$ cat config.mk
export PLATFORM = sky130hd
export DESIGN_NAME = dmem_responder_flat
export DESIGN_NICKNAME = d
export VERILOG_FILES = /design/src/rtl/dmem_responder_if.sv /design/src/rtl/dmem_responder.sv /design/src/flat_wrapper.sv
export SDC_FILE = /design/constraint.sdc
export NUM_CORES = 1
export LEC_CHECK = 0
export CORE_MARGIN = 2
export CORE_UTILIZATION = 56
export DETAILED_ROUTE_END_ITERATION = 8
export GPL_ROUTABILITY_DRIVEN = 1
export PLACE_DENSITY = 0.76
export SLEW_MARGIN = 5
export SYNTH_ARGS = -nofsm -noshare
export SYNTH_HDL_FRONTEND = slang
export SYNTH_SLANG_ARGS = --single-unit
$ cat constraint.sdc
create_clock -name clk -period 3.65 [get_ports clk]
set_input_delay 0.73 -clock clk [delete_from_list [all_inputs] [get_ports clk]]
set_output_delay 0.73 -clock clk [all_outputs]
set_load 0.02 [all_outputs]
$ cat src/rtl/dmem_responder_if.sv
// Load/store port between the MEM stage and the data-memory responder.
interface dmem_responder_if;
  logic        memread;
  logic        memwrite;
  logic [31:0] memaddr;
  logic [31:0] writedata;
  logic [31:0] memdata;
  logic        ack;
  logic        stall;
  logic        err;

  modport master (
    output memread, memwrite, memaddr, writedata,
    input  memdata, ack, stall, err
  );

  modport slave (
    input  memread, memwrite, memaddr, writedata,
    output memdata, ack, stall, err
  );
endinterface

$ cat src/rtl/dmem_responder.sv
// Fixed-latency data-memory responder: stalls the pipeline for LATENCY cycles,
// then completes with a one-cycle ack and registered read data.
module dmem_responder #(
  parameter int unsigned DEPTH_WORDS = 32,
  parameter int unsigned LATENCY     = 4
) (
  input  logic             clk,
  input  logic             rst_n,
  dmem_responder_if.slave  bus
);

  localparam int unsigned AW    = $clog2(DEPTH_WORDS);
  localparam int unsigned CW    = 4;
  localparam logic [31:0] LIMIT = 32'(4 * DEPTH_WORDS);

  typedef enum logic [1:0] {IDLE, BUSY, DONE} state_t;

  state_t          state, state_n;
  logic [CW-1:0]   cnt, cnt_n;
  logic            accept, stall_c, enter_done;
  logic            req, req_err;
  logic            cap_wr, cap_err;
  logic [AW-1:0]   cap_idx;
  logic [31:0]     cap_wdata;
  logic            fin_wr, fin_err;
  logic [AW-1:0]   fin_idx;
  logic [31:0]     fin_wdata;
  logic            ack_q, err_q;
  logic [31:0]     memdata_q;
  logic [31:0]     mem [DEPTH_WORDS];

  assign req     = bus.memread | bus.memwrite;
  assign req_err = (bus.memaddr[1:0] != 2'b00) | (bus.memaddr >= LIMIT) |
                   (bus.memread & bus.memwrite);

  // Next-state, counter and stall decode
  always_comb begin
    state_n = state;
    cnt_n   = cnt;
    accept  = 1'b0;
    stall_c = 1'b0;
    case (state)
      IDLE: begin
        if (req) begin
          accept  = 1'b1;
          stall_c = 1'b1;
          if (LATENCY == 1) begin
            state_n = DONE;
          end else begin
            state_n = BUSY;
            cnt_n   = CW'(LATENCY - 2);
          end
        end
      end
      BUSY: begin
        stall_c = 1'b1;
        if (cnt == '0) state_n = DONE;
        else           cnt_n   = cnt - CW'(1);
      end
      DONE:    state_n = IDLE;
      default: state_n = IDLE;
    endcase
  end

  // With LATENCY=1 the transaction completes on its accepting edge, so the live inputs are used
  always_comb begin
    enter_done = (state_n == DONE);
    if (state == IDLE) begin
      fin_wr    = bus.memwrite;
      fin_err   = req_err;
      fin_idx   = bus.memaddr[AW+1:2];
      fin_wdata = bus.writedata;
    end else begin
      fin_wr    = cap_wr;
      fin_err   = cap_err;
      fin_idx   = cap_idx;
      fin_wdata = cap_wdata;
    end
  end

  always_ff @(posedge clk or negedge rst_n) begin
    if (!rst_n) begin
      state     <= IDLE;
      cnt       <= '0;
      cap_wr    <= 1'b0;
      cap_err   <= 1'b0;
      cap_idx   <= '0;
      cap_wdata <= '0;
      ack_q     <= 1'b0;
      err_q     <= 1'b0;
      memdata_q <= '0;
    end else begin
      state <= state_n;
      cnt   <= cnt_n;
      if (accept) begin
        cap_wr    <= bus.memwrite;
        cap_err   <= req_err;
        cap_idx   <= bus.memaddr[AW+1:2];
        cap_wdata <= bus.writedata;
      end
      ack_q <= enter_done;
      err_q <= enter_done & fin_err;
      if (enter_done) begin
        if (fin_err)     memdata_q <= '0;
        else if (!fin_wr) memdata_q <= mem[fin_idx];
      end
    end
  end

  // Storage survives reset; a write caught by reset is dropped
  always_ff @(posedge clk) begin
    if (rst_n && enter_done && fin_wr && !fin_err) mem[fin_idx] <= fin_wdata;
  end

  assign bus.memdata = memdata_q;
  assign bus.ack     = ack_q;
  assign bus.err     = err_q;
  assign bus.stall   = stall_c;

endmodule

$ cat src/flat_wrapper.sv
// flat-port wrapper written by rule: the top's interface ports become plain ports
module dmem_responder_flat 
#(
  parameter int unsigned DEPTH_WORDS = 32,
  parameter int unsigned LATENCY     = 4
)
  (clk, rst_n, bus_memread, bus_memwrite, bus_memaddr, bus_writedata, bus_memdata, bus_ack, bus_stall, bus_err);
  dmem_responder_if bus_i ();
  input  logic clk;
  input  logic rst_n;
  input wire logic [$bits(bus_i.memread)-1:0] bus_memread;
  input wire logic [$bits(bus_i.memwrite)-1:0] bus_memwrite;
  input wire logic [$bits(bus_i.memaddr)-1:0] bus_memaddr;
  input wire logic [$bits(bus_i.writedata)-1:0] bus_writedata;
  output wire logic [$bits(bus_i.memdata)-1:0] bus_memdata;
  output wire logic [$bits(bus_i.ack)-1:0] bus_ack;
  output wire logic [$bits(bus_i.stall)-1:0] bus_stall;
  output wire logic [$bits(bus_i.err)-1:0] bus_err;
  assign bus_i.memread = bus_memread;
  assign bus_i.memwrite = bus_memwrite;
  assign bus_i.memaddr = bus_memaddr;
  assign bus_i.writedata = bus_writedata;
  assign bus_memdata = bus_i.memdata;
  assign bus_ack = bus_i.ack;
  assign bus_stall = bus_i.stall;
  assign bus_err = bus_i.err;
  dmem_responder #(.DEPTH_WORDS(DEPTH_WORDS), .LATENCY(LATENCY)) u_core (.clk(clk), .rst_n(rst_n), .bus(bus_i));
endmodule
==> results.sh <==
export IMPL_synth_flop_cell="edfxtp_1"
export IMPL_worst_pin_slew_ns=1.20
export IMPL_period_needed_ns=3.52
export IMPL_fillers=5051
export IMPL_final_common_cell="edfxtp_1"
export IMPL_worstSetupStartpointType="register"
export IMPL_fin_skew_ns=0.0268
export IMPL_required_ns=2.92
export IMPL_pre_cts_ws_ns=-0.0204
export IMPL_synth_seq_area_share_pct=75.1
export IMPL_setup_viol=0
export IMPL_rsz0062_at_grt="no"
export IMPL_p_leak_nw=17.9
export IMPL_synth_xor_area_share_pct=0.0402
export IMPL_hold_ws_ns=0.254
export IMPL_fin_ws_ns=0.131
export IMPL_ys_ff_latch=1103
export IMPL_clk_path_buf_depth=3
export IMPL_wl_um=126000
export IMPL_drt_first_pass_iters=6
export IMPL_final_cell_mix="1024 x edfxtp_1, 905 x nand2_1, 219 x nand3_1, 155 x buf_4, 112 x mux2i_1"
export IMPL_grt_max_degree=63
export IMPL_dp_hpwl_um=74600
export IMPL_drc=0
export IMPL_path_class="register to primary output"
export IMPL_rrSetupSlack_ns=0.26
export IMPL_cts_resized_gates=0
export IMPL_rows=102
export IMPL_gp_congestion=0.918
export IMPL_nNetsFinal=3455
export IMPL_syn_area_um2=43600
export IMPL_final_core_util_pct=66.6
export IMPL_die_h_um=283
export IMPL_fin_area_um2=51400
export IMPL_ant_nets=0
export IMPL_finalHoldViolCount=0
export IMPL_path_max_fanout=36
export IMPL_synthAdderAreaFrac_pct=0.0574
export IMPL_slew_viol_final=0
export IMPL_arrival_ns=2.79
export IMPL_clock_sinks=1103
export IMPL_syn2layout_area_growth_pct=18.0
export IMPL_hp_class="primary input to async pin"
export IMPL_syn_instance_count=3148
export IMPL_core_area_um2=77200
export IMPL_synth_fp_nets=3218
export IMPL_antenna_found_initial=0
export IMPL_multiInputGateArea_um2=10100
export IMPL_avgSynthCellArea_um2=13.8
export IMPL_clockRootBuffer="clkbuf_16"
export IMPL_vdd_ir_drop_max_mv=0.774
export IMPL_regArea_um2=32700
export IMPL_fmax_ghz=0.284
export IMPL_placed_cell_area_um2=47600
export IMPL_async_reset_ff_share_pct=7.16
export IMPL_cts_setup_buffers=0
export IMPL_p_per_area_nw_per_um2=867
export IMPL_synth_top_family_by_area="simple AND/OR/NAND/NOR gates"
export IMPL_drive_above_1_share_pct=13.6
export IMPL_cts_tree="done"
export IMPL_status="finished clean"
export IMPL_antenna_cells=0
export IMPL_portBuffers=102
export IMPL_vias=29096
export IMPL_die_area_um2=80000
export IMPL_r2r_start="u_core.state[0]"
export IMPL_yosys_area_share_simple_pct=12.7
export IMPL_fin_crit_sh_pct=96.4
export IMPL_cts_made_buffers=107
export IMPL_initial_core_util_pct=56.4
export IMPL_cts_max_level=3
export IMPL_track_usage_pct=31.1
export IMPL_drtIter0Drc=4874
export IMPL_synth_mux_area_share_pct=3.30
export IMPL_hold_buffers=0
export IMPL_synth_compound_area_share_pct=6.38
export IMPL_grt_ovfl_total=0
export IMPL_synth_edf_count=1024
export IMPL_reg2reg_to="u_core.bus.memdata[31]"
export IMPL_grt_pass1_wl_um=184000
export IMPL_clk_latency_ns=0.68
export IMPL_yosysWarnings=0
export IMPL_ios=103
export IMPL_grt_pass1_vias=28337
export IMPL_cts_reportedPaths_clkPinSlew_ns=0.06
export IMPL_end_kind="primary output"
export IMPL_via_per_inst=6.44
export IMPL_wl_per_cell_um=28.0
export IMPL_slew_headroom_pct=19.8
export IMPL_ys_types=69
export IMPL_chipWidth_um=283
export IMPL_startpoint="u_core.state[0]"
export IMPL_max_cap_violations=0
export IMPL_r2r_cells=8
[stage by stage]
stage                     std cells  power (mW)  TNS (ns)
after global placement         4316        32.1         0
after detailed placement       4316        32.6   -0.0394
after floorplan                3148        26.3   -197.78
after global routing           4518        46.0         0
after CTS                      4518        44.3         0
final                          4518        44.6         0
[registers in the layout, indices dropped and copies added, names as in the netlist]
signal and cells:
u_core.bus.err 1, u_core.mem 1024, u_core.cap_err 1, u_core.bus.memdata 32, u_core.cap_idx 5, u_core.state 2, u_core.cap_wdata 32, u_core.cnt 4
u_core.bus.ack 1, u_core.cap_wr 1
[Yosys cell counts (6+ instances only)]
library cell,instances,area [um^2]
edfxtp_1,1024,30700
nand2_1,905,3400
nand3_1,219,1100
nor2_1,116,435
mux2i_1,113,1130
buf_2,99,495
dfrtp_1,79,1980
a32oi_1,77,674
a21oi_1,67,335
a31oi_1,56,350
o21ai_0,51,255
clkbuf_1,44,165
o22ai_1,29,181
buf_4,21,158
nand4_1,21,131
a21o_1,17,128
nor4_1,17,106
and3_1,15,93.8
a22o_1,14,123
buf_1,13,48.8
mux4_2,13,293
a221oi_1,12,105
buf_6,12,135
o21ai_1,8,40.0
o41ai_2,8,130
a211oi_1,7,52.6
nor3_1,6,30.0
o2111ai_1,6,52.6
[logic make-up after synthesis]
kind of cell,after synthesis
DFF,1103
and+or+nand+nor,1329
muxes,127
buffers and inverters,195
adders and majority gates,2
xor gates and xnor gates,2
AOI/OAI and AO/OA,390
[how the worst max path moves through the flow]
stage / to
after floorplan: u_core.mem[5][0]
after global placement: u_core.bus.memdata[29]
after detailed placement: u_core.bus.memdata[8]
after CTS: bus_stall
after global routing: bus_stall
final: bus_stall
[report_power, final]
group / internal [mW] / total (mW) / leakage, nW / switching, mW
Sequential: 16.5 / 16.8 / 10.3 / 0.346
Clock: 7.04 / 11.7 / 1.85 / 4.70
Combinational: 4.78 / 16.0 / 5.76 / 11.3
Total: 28.3 / 44.6 / 17.9 / 16.3
[metal layers]
metal,global-route usage (%),part of all wire [%],up-vias
met2,49.2,47,2208
met3,6.06,12,400
met1,42.0,36,14322
met4,15.0,5.0,0
li1,-,-,12166
met5,0,0,-
[worst max-delay path, cell delays in order, from the launching register on]
cell and delay, ns:
dfrtp_1 0.58, nor2_4 0.31, buf_4 0.42, o21ai_2 0.11
nand2_1 0.07, clkdlybuf4s50_1 0.61
[area by class of cell]
cell class | instances | share of cell area (%)
Inverter | 4 | 0.0292
Sequential cell | 1103 | 63.7
Multi-Input combinational cell | 1850 | 19.7
Clock buffer | 149 | 5.93
Tap cell | 1040 | 2.53
Clock inverter | 53 | 1.42
Timing Repair Buffer | 319 | 6.68
Note: power is estimated with default switching activity, not from simulation.
